## src/rtl/if_stage.sv

```systemverilog
// Instruction-fetch stage: PC register, IF/ID pipeline register and a BOOT/RUN/HALTED
// control FSM, with stall, redirect-flush, halt and a saturating delivered-instruction count.
module if_stage #(
    parameter int unsigned             PC_W      = 8,
    parameter int unsigned             INSTR_W   = 32,
    parameter logic [PC_W-1:0]         RESET_PC  = '0,
    parameter logic [INSTR_W-1:0]      NOP_INSTR = '0
) (
    input  logic                clk,
    input  logic                rst,
    input  logic                stall,
    input  logic                redirect_valid,
    input  logic [PC_W-1:0]     redirect_target,
    input  logic                halt_req,
    output logic [PC_W-1:0]     imem_addr,
    input  logic [INSTR_W-1:0]  imem_data,
    output logic [INSTR_W-1:0]  ifid_instr,
    output logic [PC_W-1:0]     ifid_pc,
    output logic                ifid_valid,
    output logic                halted,
    output logic [15:0]         fetch_count
);

    typedef enum logic [1:0] {
        S_BOOT   = 2'd0,
        S_RUN    = 2'd1,
        S_HALTED = 2'd2
    } state_t;

    state_t               state_q, state_d;
    logic [PC_W-1:0]      pc_q, pc_d;
    logic [INSTR_W-1:0]   instr_q, instr_d;
    logic [PC_W-1:0]      ifid_pc_q, ifid_pc_d;
    logic                 valid_q, valid_d;
    logic                 halted_q, halted_d;
    logic [15:0]          count_q, count_d;

    assign imem_addr   = pc_q;
    assign ifid_instr  = instr_q;
    assign ifid_pc     = ifid_pc_q;
    assign ifid_valid  = valid_q;
    assign halted      = halted_q;
    assign fetch_count = count_q;

    always_comb begin
        state_d   = state_q;
        pc_d      = pc_q;
        instr_d   = instr_q;
        ifid_pc_d = ifid_pc_q;
        valid_d   = valid_q;
        count_d   = count_q;

        unique case (state_q)
            S_BOOT: begin
                state_d   = S_RUN;
                instr_d   = NOP_INSTR;
                ifid_pc_d = '0;
                valid_d   = 1'b0;
            end
            S_RUN: begin
                // Halt wins over stall for IF/ID, but a same-cycle redirect still steers the PC.
                if (halt_req) begin
                    state_d   = S_HALTED;
                    instr_d   = NOP_INSTR;
                    ifid_pc_d = '0;
                    valid_d   = 1'b0;
                    if (redirect_valid) begin
                        pc_d = redirect_target;
                    end
                end else if (redirect_valid) begin
                    pc_d      = redirect_target;
                    instr_d   = NOP_INSTR;
                    ifid_pc_d = '0;
                    valid_d   = 1'b0;
                end else if (!stall) begin
                    pc_d      = pc_q + 1'b1;
                    instr_d   = imem_data;
                    ifid_pc_d = pc_q;
                    valid_d   = 1'b1;
                    if (count_q != '1) begin
                        count_d = count_q + 16'd1;
                    end
                end
            end
            S_HALTED: begin
                instr_d   = NOP_INSTR;
                ifid_pc_d = '0;
                valid_d   = 1'b0;
            end
            default: begin
                state_d = S_BOOT;
            end
        endcase

        halted_d = (state_d == S_HALTED);
    end

    always_ff @(posedge clk or posedge rst) begin
        if (rst) begin
            state_q   <= S_BOOT;
            pc_q      <= RESET_PC;
            instr_q   <= NOP_INSTR;
            ifid_pc_q <= '0;
            valid_q   <= 1'b0;
            halted_q  <= 1'b0;
            count_q   <= '0;
        end else begin
            state_q   <= state_d;
            pc_q      <= pc_d;
            instr_q   <= instr_d;
            ifid_pc_q <= ifid_pc_d;
            valid_q   <= valid_d;
            halted_q  <= halted_d;
            count_q   <= count_d;
        end
    end

endmodule

```

## config.mk

```make
export PLATFORM = sky130hd
export DESIGN_NAME = if_stage
export DESIGN_NICKNAME = d
export VERILOG_FILES = /design/src/rtl/if_stage.sv
export SDC_FILE = /design/constraint.sdc
export NUM_CORES = 1
export LEC_CHECK = 0
export CAP_MARGIN = 20
export CORE_ASPECT_RATIO = 1.1
export CORE_MARGIN = 2
export CORE_UTILIZATION = 40
export CTS_CLUSTER_DIAMETER = 80
export CTS_CLUSTER_SIZE = 20
export DETAILED_ROUTE_END_ITERATION = 8
export HOLD_SLACK_MARGIN = 0.02
export PLACE_DENSITY = 0.73
export SETUP_SLACK_MARGIN = 0.15
export SYNTH_ARGS = -nofsm -noshare
export SYNTH_HDL_FRONTEND = slang
export SYNTH_SLANG_ARGS = --single-unit
```

## constraint.sdc

```tcl
create_clock -name clk -period 2.6 [get_ports clk]
set_clock_uncertainty 0.2 [all_clocks]
set_input_delay 0.39 -clock clk [delete_from_list [all_inputs] [get_ports clk]]
set_output_delay 0.39 -clock clk [all_outputs]
set_load 0.02 [all_outputs]
```

==> impl_metrics.py, run 1 <==
metrics = {
    "synthesis": {
        "synth_cell_types": 38,
        "synth_top_family_by_area": "compound AO/OA/AOI/OAI gates",
        "yosys.area.top_type_share_pct": 59.4,
        "muxShareOfSynthArea_pct": 2.01,
        "synthSimpleGateAreaFrac_pct": 13.0,
        "syn-instance-count": 234,
        "synth-xor-area-share_pct": 2.75,
        "ys_top_cells_by_area": "dfrtp_1, a22o_1, nand3_1",
        "syn-cell-area_um2": 2870,
        "synth_seq_cells": 68,
        "yosys.area.top_type": "dfrtp_1",
        "synth_fa_ha_area_share_pct": 0.873,
        "syn_area_per_cell_um2": 12.2,
        "yosysSeqAreaShare_pct": 59.4,
        "yosysWarnings": 0,
        "synth_compound_area_share_pct": 20.1,
        "syn_nets": 281,
    },
    "worst_setup_path": {
        "crit_path_start_kind": "input pin",
        "cp-end-kind": "flop",
        "r2r_slack_ns": 0.44,
        "worstPathRequired_ns": 2.61,
        "rr_worst_depth": 4,
        "worstPathCellList": "clkdlybuf4s50_1 -> or4b_4 -> or2_1 -> nor2_1 -> mux2_1",
        "cp_max_fo": 5,
        "slowest_stage": "or4b_4",
        "arrival_ns": 2.23,
        "path_class": "in -> reg",
        "max_stage_delay_ns": 0.61,
    },
    "routing": {
        "route.detailed.drc": 0,
        "wirelength_um": 6930,
        "drtIter0Drc": 81,
        "ant_nets": 0,
        "wl_per_cell_um": 15.6,
        "first_pass_iters": 4,
        "num_vias": 2348,
        "routed_via_density": 5.28,
    },
    "finish": {
        "layout_common_cells": "clkdlybuf4s50_1, dfrtp_1, a22o_1, nand3_1, nand2_1",
        "nets": 403,
        "final-seq-area_um2": 1700,
        "area_growth_pct": 52.1,
        "filler_cell_count": 589,
        "drive_gt1_share_pct": 10.3,
        "diodes": 0,
        "final_common_cell": "clkdlybuf4s50_1",
        "multi_input_area_um2": 1120,
    },
    "die": {
        "ios": 111,
        "core_area_um2": 6970,
        "initial_core_util_pct": 41.1,
        "die_y_um": 92.8,
        "dieArea_um2": 7860,
        "die_w_um": 84.7,
        "row_count": 32,
    },
    "clock_network": {
        "holdBufCountCts": 0,
        "clock_latency_ns": 0.33,
        "cts_buffer_depth": 2,
        "root_buffer": "clkbuf_8",
        "post_cts_buffers": 0,
        "cts_htree_levels": 3,
        "numCtsBuffers": 9,
        "clock-sinks": 68,
        "path_clk_slew_ns": 0.07,
        "cts_resized": 0,
        "cts_tree": "yes",
    },
    "sta": {
        "finalSetupViolCount": 0,
        "slew_headroom_pct": 74.2,
        "min_period_ns": 2.22,
        "timing.hold.ws_ns": 0.234,
        "worst_pin_slew_ns": 0.386,
        "max_freq_mhz": 450,
        "fin_crit_sh_pct": 85.5,
        "slew_viol_final": 0,
        "rsz0062_at_grt": "no",
        "final-hold-violation-count": 0,
        "fin_tns_setup_ns": 0,
    },
    "placement": {
        "gp_congestion": 0.781,
        "place_hpwl_um": 4740,
        "port_buffers": 110,
    },
    "grt": {
        "grt_pass1_wl_um": 11500,
        "antenna_found_initial": 0,
        "grt_max_degree": 69,
        "grt_pass1_vias": 2383,
        "overflow": 0,
        "grt.total_usage_pct": 18.4,
    },
    "pwr": {
        "p_seq_share_pct": 42.6,
        "p_leak_nw": 1.88,
        "p_comb_share_pct": 31.5,
        "irDropWorstVdd_mv": 0.465,
        "p_int_w": 0.00219,
        "p_clk_share_pct": 25.9,
        "power_w": 0.00327,
        "switching_share_pct": 33.3,
        "p_sw_w": 0.00109,
        "power_density_nw_per_um2": 751,
    },
    "flow_run": {
        "drv_cap": 0,
    },
    "min_path": {
        "hp-class": "in -> async",
    },
    "run_status": {
        "status": "completed",
    },
}
Yosys cell counts:
cell / instances
dfrtp_1: 68
nor3b_1: 2
nor4_4: 2
o21ai_1: 1
nor4b_2: 1
buf_2: 1
o21ai_0: 8
xnor2_1: 4
o2bb2ai_1: 1
nand4_1: 8
or4b_4: 1
nor3_1: 4
mux2_1: 2
or2_1: 1
a22o_1: 40
mux2_4: 1
inv_1: 3
o22ai_1: 3
o211ai_1: 2
and4_1: 2
nor2b_1: 2
a31oi_1: 1
o21a_1: 3
nand2_1: 12
a41oi_1: 1
nand3_2: 1
nand3_1: 12
a21o_1: 1
xor2_1: 5
clkbuf_1: 10
nor2_1: 7
ha_1: 2
mux2i_1: 2
nor4_2: 1
a2bb2oi_1: 5
or2_2: 1
and3_1: 3
a21oi_1: 10
critical path, delay by kind of cell:
kind,cells,cell delay (ns)
buffers and inverters,1,0.41
muxes,1,0.34
and+or+nand+nor,3,1.09
registers in the layout, summed over array words and instances (netlist names):
signal       count
ifid_valid       1
ifid_pc          8
ifid_instr      32
fetch_count     16
halted           1
imem_addr        8
state_q          2
path summary, 6_finish.rpt:
check	from	endpoint
max	halt_req	fetch_count[1]$_DFFE_PP0P_
max reg2reg	state_q[1]$_DFF_PP0_	fetch_count[1]$_DFFE_PP0P_
min reg2reg	ifid_valid$_DFFE_PP0P_	ifid_valid$_DFFE_PP0P_
max in group asynchronous	rst	imem_addr[4]$_DFFE_PP0P_
min in group clk	ifid_valid$_DFFE_PP0P_	ifid_valid$_DFFE_PP0P_
min	rst	ifid_instr[23]$_DFFE_PP0P_
area by class of cell:
cell class | count | area share (%)
inverters | 3 | 0.258
clock buffers | 11 | 3.24
clock inverters | 4 | 1.15
well taps | 85 | 2.44
repair buffers | 122 | 28.2
multi-input cells | 152 | 25.7
flip-flops and latches | 68 | 39.0
cells by family after synthesis:
| kind of cell | Yosys count |
|---|---|
| AOI/OAI and AO/OA | 76 |
| xor gates and xnor gates | 9 |
| adders and majority gates | 2 |
| buffers and inverters | 14 |
| DFF | 68 |
| muxes | 5 |
| and+or+nand+nor | 60 |
per-layer routing:
metal,wire length (um),up-vias,share of wire (%),global-route usage [%]
met5,0,-,0,0
met4,89,0,1.3,6.75
met3,481,8,6.9,5.44
met2,3280,70,47,29.3
met1,3080,1131,44,23.7
li1,-,1139,-,-
per-stage QoR:
step	area (um2)	cells	utilization (%)	setup WS [ns]
after global routing	4360	445	62.6	0.315
after CTS	4360	445	62.6	0.388
after detailed placement	4170	430	59.8	0.0274
after floorplan	2870	234	-	0.298
final	4360	445	62.6	0.378
after global placement	4170	430	59.8	0.0535
power groups by stage:
stage | combinational (W) | clock, W | sequential, W
after floorplan | 0.000378 | 0 | 0.00154
after global placement | 0.00103 | 0 | 0.00141
after detailed placement | 0.00105 | 0 | 0.00141
after CTS | 0.00105 | 0.000872 | 0.00139
after global routing | 0.00112 | 0.000926 | 0.00143
final | 0.00103 | 0.000847 | 0.00140
No activity file was read; power rests on OpenSTA's default activity.
==> run 2: changes to the inputs <==
- CELL_PAD_IN_SITES_DETAIL_PLACEMENT: unset -> 1
- CELL_PAD_IN_SITES_GLOBAL_PLACEMENT: unset -> 2
- CORE_UTILIZATION: 40 -> 27
- PLACE_DENSITY: 0.73 -> 0.78
==> run 2 against run 1 <==
  * Global-route usage fell by 3.0 points
  * Critical path depth did not move
  * Via count rose by 5.5%
  * Cell count rose by 13%
  * Worst hold slack got worse by 0.065 ns
  * Flip-flop and latch count did not move
  * Total power rose by 16%
  * Critical path type unchanged
==> impl_metrics.py, run 2 (synthesis gave the netlist of run 1 again) <==
metrics = {
    "run_status": {
        "status": "completed",
    },
    "placement": {
        "port_buffers": 110,
        "gp_congestion": 0.749,
        "dp_cells": 488,
        "place_hpwl_um": 5680,
    },
    "finish": {
        "filler_cell_count": 1126,
        "nets": 403,
        "diodes": 0,
        "multi_input_area_um2": 1120,
        "final_common_cell": "clkdlybuf4s50_1",
        "final-seq-area_um2": 1700,
        "drive_gt1_share_pct": 10.8,
        "layout_common_cells": "clkdlybuf4s50_1, dfrtp_1, a22o_1, nand3_1, nand2_1",
        "largest_reg_flops": 32,
        "layout.cells.non_filler": 504,
        "area_growth_pct": 59.5,
    },
    "die": {
        "ios": 111,
        "dieArea_um2": 11500,
        "core_area_um2": 10300,
        "initial_core_util_pct": 27.7,
        "die_w_um": 102,
        "row_count": 39,
        "die_y_um": 112,
    },
    "pwr": {
        "power_w": 0.00380,
        "irDropWorstVdd_mv": 0.383,
        "p_leak_nw": 1.95,
        "power_density_nw_per_um2": 831,
    },
    "worst_setup_path": {
        "cp.buffers_inverters": 1,
        "slowest_stage": "or4b_4",
        "reg2reg_from": "state_q[1]$_DFF_PP0_",
        "path_class": "in -> reg",
        "cp-end-kind": "flop",
        "arrival_ns": 2.27,
        "worstPathRequired_ns": 2.61,
        "cp_max_fo": 5,
        "max_stage_delay_ns": 0.61,
        "crit_family": "simple AND/OR/NAND/NOR gates",
        "crit_path_start_kind": "input pin",
        "worstPathCellList": "clkdlybuf4s50_1 -> or4b_4 -> or2_1 -> nor2_1 -> mux2_1",
        "cp-startpoint": "halt_req",
    },
    "routing": {
        "route.detailed.drc": 0,
        "ant_nets": 0,
        "wirelength_um": 8430,
        "num_vias": 2477,
        "routed_via_density": 4.91,
        "first_pass_iters": 4,
        "drtIter0Drc": 83,
        "wl_per_cell_um": 16.7,
    },
    "sta": {
        "fin_crit_sh_pct": 86.9,
        "slew_headroom_pct": 71.0,
        "max_freq_mhz": 443,
        "rsz0062_at_grt": "no",
        "final-hold-violation-count": 0,
        "slew_viol_final": 0,
        "min_period_ns": 2.26,
        "timing.hold.ws_ns": 0.169,
        "worst_pin_slew_ns": 0.433,
        "finalSetupViolCount": 0,
    },
    "clock_network": {
        "cts_htree_levels": 3,
        "holdBufCountCts": 0,
        "cts_resized": 0,
        "path_clk_slew_ns": 0.06,
        "root_buffer": "clkbuf_16",
        "cts_tree": "yes",
        "clock-sinks": 68,
        "numCtsBuffers": 9,
        "clock_latency_ns": 0.33,
        "cts_buffer_depth": 2,
        "post_cts_buffers": 0,
    },
    "grt": {
        "overflow": 0,
        "grt_pass1_wl_um": 13900,
        "grt.total_usage_pct": 15.4,
        "grt_max_degree": 52,
        "antenna_found_initial": 0,
        "grt_pass1_vias": 2693,
    },
    "min_path": {
        "hp-class": "in -> async",
    },
    "flow_run": {
        "drv_cap": 0,
    },
}
## run 2: changes by cell type in the layout (fill, tap and decap cells not counted)
cell	change
bufinv_16	+1
clkbuf_1	-1
clkbuf_16	+9
clkbuf_8	-10
clkinv_4	+1
clkinvlp_4	-1
inv_6	+2
nor2b_2	-1
nor2b_4	+1
## run 2: per-stage QoR
| stage | cell area [um2] | util (%) | setup slack (ns) | TNS, ns |
|---|---|---|---|---|
| 2_1_floorplan | 2870 | - | 0.298 | 0 |
| 3_3_place_gp | 4250 | 41.0 | 0.0503 | 0 |
| 3_5_place_dp | 4250 | 41.0 | -0.0210 | -0.0210 |
| 4_1_cts | 4570 | 44.2 | 0.334 | 0 |
| 5_1_grt | 4570 | 44.2 | 0.268 | 0 |
| 6_report | 4570 | 44.2 | 0.341 | 0 |
## run 2: worst paths after layout
| kind | cells after the start | end | slack [ns] |
|---|---|---|---|
| max in group asynchronous | 3 | fetch_count[12]$_DFFE_PP0P_ | 1.42 |
| hold / removal | 2 | ifid_instr[9]$_DFFE_PP0P_ | 0.17 |
| min in group clk | 1 | ifid_valid$_DFFE_PP0P_ | 0.28 |
| hold reg to reg | 1 | ifid_valid$_DFFE_PP0P_ | 0.28 |
| setup / recovery | 5 | fetch_count[1]$_DFFE_PP0P_ | 0.34 |
| setup reg to reg | 4 | fetch_count[1]$_DFFE_PP0P_ | 0.40 |
## run 2: layout make-up
class / count / area share (%)
sequential: 68 / 37.2
inverter: 3 / 0.246
clock buffer: 9 / 4.93
timing repair buffer: 122 / 26.9
tap: 143 / 3.92
clock inverter: 7 / 2.16
multi-input combinational: 152 / 24.6
## run 2: worst register-to-register path: cells and delay by family (launching register included)
kind / cells / cell delay, ns
multiplexers: 1 / 0.35
flip-flops: 1 / 0.42
AND/OR/NAND/NOR: 3 / 1.11
## run 2: report_power, final
group          internal (W)  switching (W)  leakage (nW)  total (W)
registers           0.00121       0.000185         0.917    0.00140
logic              0.000525       0.000552         0.872    0.00108
clock network      0.000846       0.000477         0.156    0.00132
## run 2: routing by layer
layer	share of wire, %	wire length, um	vias to the layer above	global-route usage (%)
li1	-	-	1137	-
met1	45	3750	1246	19.8
met2	47	3930	83	24.6
met3	7.1	600	11	4.23
met4	1.7	142	0	5.87
met5	0	0	-	0
